## src/rtl/ohseq_det_if.sv

```systemverilog
// Bus bundle for the one-hot sequence detector: qualified serial input plus
// detector state/match/count observation.
interface ohseq_det_if #(
   parameter int unsigned LEN   = 4,
   parameter int unsigned CNT_W = 8
);
   logic             en;
   logic             din;
   logic             overlap;
   logic             clr_cnt;
   logic [LEN-1:0]   state_oh;
   logic             match;
   logic [CNT_W-1:0] match_cnt;
   logic             illegal;

   modport master (
      output en, din, overlap, clr_cnt,
      input  state_oh, match, match_cnt, illegal
   );

   modport slave (
      input  en, din, overlap, clr_cnt,
      output state_oh, match, match_cnt, illegal
   );
endinterface

```

## src/rtl/ohseq_det.sv

```systemverilog
// Parametrised one-hot serial pattern detector with KMP fallback transitions,
// run-time overlap select and saturating match counter.
// Optional ONEHOT_CHECK_EN adds an illegal-state checker that recovers to S0.
module ohseq_det #(
   parameter int unsigned    LEN     = 4,
   parameter logic [LEN-1:0] PATTERN = 4'b1011,
   parameter int unsigned    CNT_W   = 8
) (
   input logic       clk,
   input logic       rst,
   ohseq_det_if.slave bus
);

   localparam logic [CNT_W-1:0] CNT_MAX = '1;

   // Bit i of the pattern in arrival order (i = 0 is received first).
   function automatic logic pat_bit(input int unsigned i);
      logic [LEN-1:0] t;
      t = PATTERN >> (LEN - 1 - i);
      return t[0];
   endfunction

   // Longest pattern prefix (< LEN) that is a suffix of the first k pattern
   // bits followed by b; covers advance, KMP fallback and full-match border.
   function automatic int unsigned nxt_len(input int unsigned k, input logic b);
      int unsigned best;
      int unsigned pos;
      logic        ok;
      logic        sbit;
      best = 0;
      for (int unsigned l = 1; l < LEN; l++) begin
         if (l <= k + 1) begin
            ok = 1'b1;
            for (int unsigned i = 0; i < l; i++) begin
               pos  = k + 1 - l + i;
               sbit = (pos < k) ? pat_bit(pos) : b;
               if (sbit != pat_bit(i)) ok = 1'b0;
            end
            if (ok) best = l;
         end
      end
      return best;
   endfunction

   logic [LEN-1:0]   state_q, state_d;
   logic             match_q, match_d;
   logic [CNT_W-1:0] cnt_q, cnt_d;
   logic [LEN-1:0]   nxt_or;
   logic [LEN-1:0]   tgt_ov [LEN][2];
   logic [LEN-1:0]   tgt_no [LEN][2];

   // One AND term per (state, din) pair, routed to its precomputed target bit.
   for (genvar k = 0; k < LEN; k++) begin : g_state
      for (genvar b = 0; b < 2; b++) begin : g_bit
         localparam logic           B_BIT   = 1'(b);
         localparam bit             FULL    = (k == LEN - 1) && (B_BIT == PATTERN[0]);
         localparam logic [LEN-1:0] MASK_OV = LEN'(1) << nxt_len(k, B_BIT);
         localparam logic [LEN-1:0] MASK_NO = FULL ? LEN'(1) : MASK_OV;
         logic hit;
         assign hit          = state_q[k] & (bus.din == B_BIT);
         assign tgt_ov[k][b] = {LEN{hit}} & MASK_OV;
         assign tgt_no[k][b] = {LEN{hit}} & MASK_NO;
      end
   end

`ifdef ONEHOT_CHECK_EN
   logic illegal_c;
   logic illegal_q, illegal_d;
   assign illegal_c = (state_q == '0) || ((state_q & (state_q - LEN'(1))) != '0);
`endif

   // State register.
   always_ff @(posedge clk or posedge rst) begin
      if (rst) begin
         state_q   <= LEN'(1);
         match_q   <= 1'b0;
         cnt_q     <= '0;
`ifdef ONEHOT_CHECK_EN
         illegal_q <= 1'b0;
`endif
      end else begin
         state_q   <= state_d;
         match_q   <= match_d;
         cnt_q     <= cnt_d;
`ifdef ONEHOT_CHECK_EN
         illegal_q <= illegal_d;
`endif
      end
   end

   // Next-state: per-bit OR of the routed AND terms.
   always_comb begin
      nxt_or = '0;
      for (int k = 0; k < int'(LEN); k++) begin
         for (int b = 0; b < 2; b++) begin
            nxt_or = nxt_or | (bus.overlap ? tgt_ov[k][b] : tgt_no[k][b]);
         end
      end
      state_d = bus.en ? nxt_or : state_q;
`ifdef ONEHOT_CHECK_EN
      if (illegal_c) state_d = LEN'(1);
`endif
   end

   // Registered outputs: match pulse, saturating counter, illegal pulse.
   always_comb begin
      match_d = bus.en & state_q[LEN-1] & (bus.din == PATTERN[0]);
      cnt_d   = cnt_q;
      if (bus.clr_cnt) begin
         cnt_d = '0;
      end else if (match_d && (cnt_q != CNT_MAX)) begin
         cnt_d = cnt_q + CNT_W'(1);
      end
`ifdef ONEHOT_CHECK_EN
      illegal_d = 1'b0;
      if (illegal_c) begin
         illegal_d = 1'b1;
         match_d   = 1'b0;
         cnt_d     = cnt_q;
      end
`endif
   end

   assign bus.state_oh  = state_q;
   assign bus.match     = match_q;
   assign bus.match_cnt = cnt_q;
`ifdef ONEHOT_CHECK_EN
   assign bus.illegal   = illegal_q;
`else
   assign bus.illegal   = 1'b0;
`endif

endmodule
```

## src/flat_wrapper.sv

```systemverilog
// flat-port wrapper written by rule: the top's interface ports become plain ports
module ohseq_det_flat 
#(
   parameter int unsigned    LEN     = 4,
   parameter logic [LEN-1:0] PATTERN = 4'b1011,
   parameter int unsigned    CNT_W   = 8
)
  (clk, rst, bus_en, bus_din, bus_overlap, bus_clr_cnt, bus_state_oh, bus_match, bus_match_cnt, bus_illegal);
  ohseq_det_if #(.LEN(LEN), .CNT_W(CNT_W)) bus_i ();
  input logic clk;
  input logic rst;
  input wire logic [$bits(bus_i.en)-1:0] bus_en;
  input wire logic [$bits(bus_i.din)-1:0] bus_din;
  input wire logic [$bits(bus_i.overlap)-1:0] bus_overlap;
  input wire logic [$bits(bus_i.clr_cnt)-1:0] bus_clr_cnt;
  output wire logic [$bits(bus_i.state_oh)-1:0] bus_state_oh;
  output wire logic [$bits(bus_i.match)-1:0] bus_match;
  output wire logic [$bits(bus_i.match_cnt)-1:0] bus_match_cnt;
  output wire logic [$bits(bus_i.illegal)-1:0] bus_illegal;
  assign bus_i.en = bus_en;
  assign bus_i.din = bus_din;
  assign bus_i.overlap = bus_overlap;
  assign bus_i.clr_cnt = bus_clr_cnt;
  assign bus_state_oh = bus_i.state_oh;
  assign bus_match = bus_i.match;
  assign bus_match_cnt = bus_i.match_cnt;
  assign bus_illegal = bus_i.illegal;
  ohseq_det #(.LEN(LEN), .PATTERN(PATTERN), .CNT_W(CNT_W)) u_core (.clk(clk), .rst(rst), .bus(bus_i));
endmodule
```

## config.mk

```make
export PLATFORM = sky130hd
export DESIGN_NAME = ohseq_det_flat
export DESIGN_NICKNAME = d
export VERILOG_FILES = /design/src/rtl/ohseq_det_if.sv /design/src/rtl/ohseq_det.sv /design/src/flat_wrapper.sv
export SDC_FILE = /design/constraint.sdc
export NUM_CORES = 1
export LEC_CHECK = 0
export CAP_MARGIN = 20
export CORE_MARGIN = 8
export CORE_UTILIZATION = 30
export DETAILED_ROUTE_END_ITERATION = 10
export HOLD_SLACK_MARGIN = 0.12
export SETUP_SLACK_MARGIN = 0.3
export SKIP_CTS_REPAIR_TIMING = 1
export SYNTH_ARGS = -nofsm -noshare
export SYNTH_HDL_FRONTEND = slang
export SYNTH_SLANG_ARGS = --single-unit
```

## constraint.sdc

```tcl
create_clock -name clk -period 3.6 [get_ports clk]
set_input_delay 0.72 -clock clk [delete_from_list [all_inputs] [get_ports clk]]
set_output_delay 0.72 -clock clk [all_outputs]
set_load 0.005 [all_outputs]
```

==> summary.md <==
| Metric | Value |
|---|---|
| CTS Buffer Depth | `2` |
| Die Width | `63.5 µm` |
| Fmax | `~460 MHz` |
| Die height | `63.5 µm` |
| Initial antenna violation count | `0` |
| EDFF count, synth | `0` |
| Routed WL | `1.46 mm` |
| Period utilisation layout | `60.2%` |
| Pin count of the biggest net entering global routing | `14` |
| Antenna diode count | `0` |
| Antenna Nets Post-Route | `0` |
| Vias | `563` |
| Final setup fails | `0` |
| Vias in the first global route | `around 550` |
| Buf/Inv on CP | `2` |
| Commonest non-fill, non-tap cell in the layout | `clkdlybuf4s50_1` |
| Clock Skew | `about 8.6 ps` |
| Total Die Area | `a little over 0.004 mm²` |
| WL per Instance | `12.4 µm` |
| CTS tree | `done` |
| Crit Path Max Fanout | `8` |
| CP delay by family, top | `simple AND/OR/NAND/NOR gates` |
| DR pass1 iterations | `4` |
| H-tree Lvls | `1` |
| Yosys reg bits | `13` |
| DP Area | `867 µm²` |
| HPWL Detailed | `1.12 mm` |
| Synthesis-to-layout area growth | `32.0%` |
| Cell row count | `17` |
| Clock slew at reported path FFs | `80 ps` |
| PwrDens | `~330 mW/mm²` |
| RSZ-0062 raised after global routing | `false` |
| DRC Markers | `0` |
| Starting Density | `31.2%` |
| Post-synthesis sequential area ratio | `around 48%` |
| Pre-CTS WS | `1130 ps` |
| Final nets | `98` |
| Worst Slack Setup Final | `1430 ps` |
| Cells after Synth | `71` |
| Synthesis Warnings | `0` |
| CP Cell Sequence | `clkdlybuf4s50_1 > nand3_2 > clkinv_2 > nand4_4 > or4_1 > a21oi_1` |
| IO Count | `20` |
| Gr usage total | `7.95%` |
| Critical Path Max Stage Delay | `610 ps` |
| Worst min-delay path class | `flip-flop to flip-flop` |
| Final TNS setup | `0 ps` |
| Total CTS buffers | `3` |
| Top-area cell type share of the netlist area | `44.4%` |
| Max_cap viols | `0` |
| Final worst path period need | `between 2000 and 2500 ps` |
| Crit path capture type | `flip-flop` |
| Root Driver | `clkbuf_4` |
| Worst vdd ir | `around 0.15 mV` |
| Syn nets | `78` |
| Crit-path slowest cell | `clkdlybuf4s50_1` |
| Cell variety after synth | `28` |
| Post-Synthesis Cell Area | `between 600 and 700 µm²` |
| Status | `finished, final reports clean` |
| Critical Path RT | `3810 ps` |
| Final Cell Area | `893 µm²` |
| Post-layout util | `41.2%` |
| Final hold viol count | `0` |
| Predominant post-synthesis flop cell | `dfrtp_1` |
| Synth area leaders | `dfrtp_1 (44%), nor2_1 (4.4%), dfstp_2 (3.9%)` |
| Clock Sinks | `13` |
| First-pass GRT wire length | `roughly 2.5 mm` |
| Final Max Tran Viols | `0` |
| P_leak | `0.386 nW` |
| Grt ovf | `0` |
| WS Path Type | `primary input to flip-flop` |
| Clk Latency, worst-skew pair | `280 ps` |
| Highest-count cells in the layout ignoring fill and taps | `clkdlybuf4s50_1 (18), dfrtp_1 (12), nor2_1 (8), nand2_1 (6)` |
| DRT iter0 DRCs | `31` |
| Layout fillers | `233` |
| Placer Congestion | `0.873` |
| Vias per Instance | `4.77` |
| Ys async rst share | `100%` |
| Core ar. | `0.00217 mm²` |
| Synth area leader | `dfrtp_1` |
| Fraction of layout cells with a size suffix above 1 | `11.1%` |
| Worst Hold Slack | `496 ps` |
| CP Launch Type | `primary input` |
| Crit path DAT | `2380 ps` |
| Syn_area_per_cell | `9.53 µm²` |
| IO Port Bufs | `18` |
[per-stage QoR]
step	cells	total power [W]
6_report	118	0.000295
3_5_place_dp	114	0.000208
3_3_place_gp	114	0.000207
4_1_cts	118	0.000299
2_1_floorplan	71	0.000184
5_1_grt	118	0.000312
[final timing paths]
check | startpoint | endpoint | slack [ps] | depth (start not counted)
min reg2reg | u_core.bus.state_oh[0] | u_core.bus.state_oh[0] | 500 | 2
max reg2reg | u_core.bus.match_cnt[0] | u_core.bus.match_cnt[1] | 2040 | 5
min in group asynchronous | rst | u_core.bus.match_cnt[3] | 750 | 2
max | bus_en | u_core.bus.match_cnt[5] | 1430 | 6
min | u_core.bus.state_oh[0] | u_core.bus.state_oh[0] | 500 | 2
max in group asynchronous | rst | u_core.bus.state_oh[0] | 2500 | 2
[cell usage after synthesis, types with 2 or more instances]
master,number
dfrtp_1,12
nor2_1,8
nand2_1,6
a21oi_1,5
inv_1,5
nor3_1,4
o21ai_0,4
nand3_1,3
buf_4,2
mux2i_1,2
or3_2,2
xor2_1,2
[cell families (layout without fill, tap and decap cells)]
kind of cell | Yosys count | after routing | synth area share, %
AOI/OAI and AO/OA | 13 | 13 | 11.3
xor gates and xnor gates | 2 | 2 | 2.59
adders and majority gates | 1 | 1 | 1.85
buffers and inverters | 9 | 28 | 7.21
DFF | 13 | 13 | 48.2
muxes | 3 | 3 | 4.62
other | 1 | 1 | 0.554
and+or+nand+nor | 29 | 29 | 23.7
[worst register-to-register path, stage by stage (launching register included)]
cell and delay (ps):
dfrtp_1 450, ha_1 240, nand3_1 110, o21ai_0 360, mux2i_1 230, nor2_1 50
[metal layers]
layer  vias up  track usage (%)  wire, µm
met5         -                0         0
met3         4             4.06       127
met1       260             9.79       696
li1        281                -         -
met2        18             10.9       608
met4         0             4.18        27
[sequential cells by signal, summed over array words and instances (netlist names)]
name	count
u_core.bus.match	1
u_core.bus.state_oh	4
u_core.bus.match_cnt	8
[layout make-up]
type	count	area [µm²]	share of cell area [%]
well taps	28	35.0	3.92
multi-input cells	49	302	33.8
inverters	6	23.8	2.66
flip-flops and latches	13	327	36.6
clock buffers	4	26.3	2.94
repair buffers	18	180	20.2
[where the power goes]
group	total, W	internal, W	switching, W
Combinational	0.0000418	0.0000241	0.0000177
Sequential	0.000162	0.000155	0.00000717
Clock	0.0000914	0.0000430	0.0000484
Total	0.000295	0.000222	0.0000733
(Power assumes the default switching activity.)
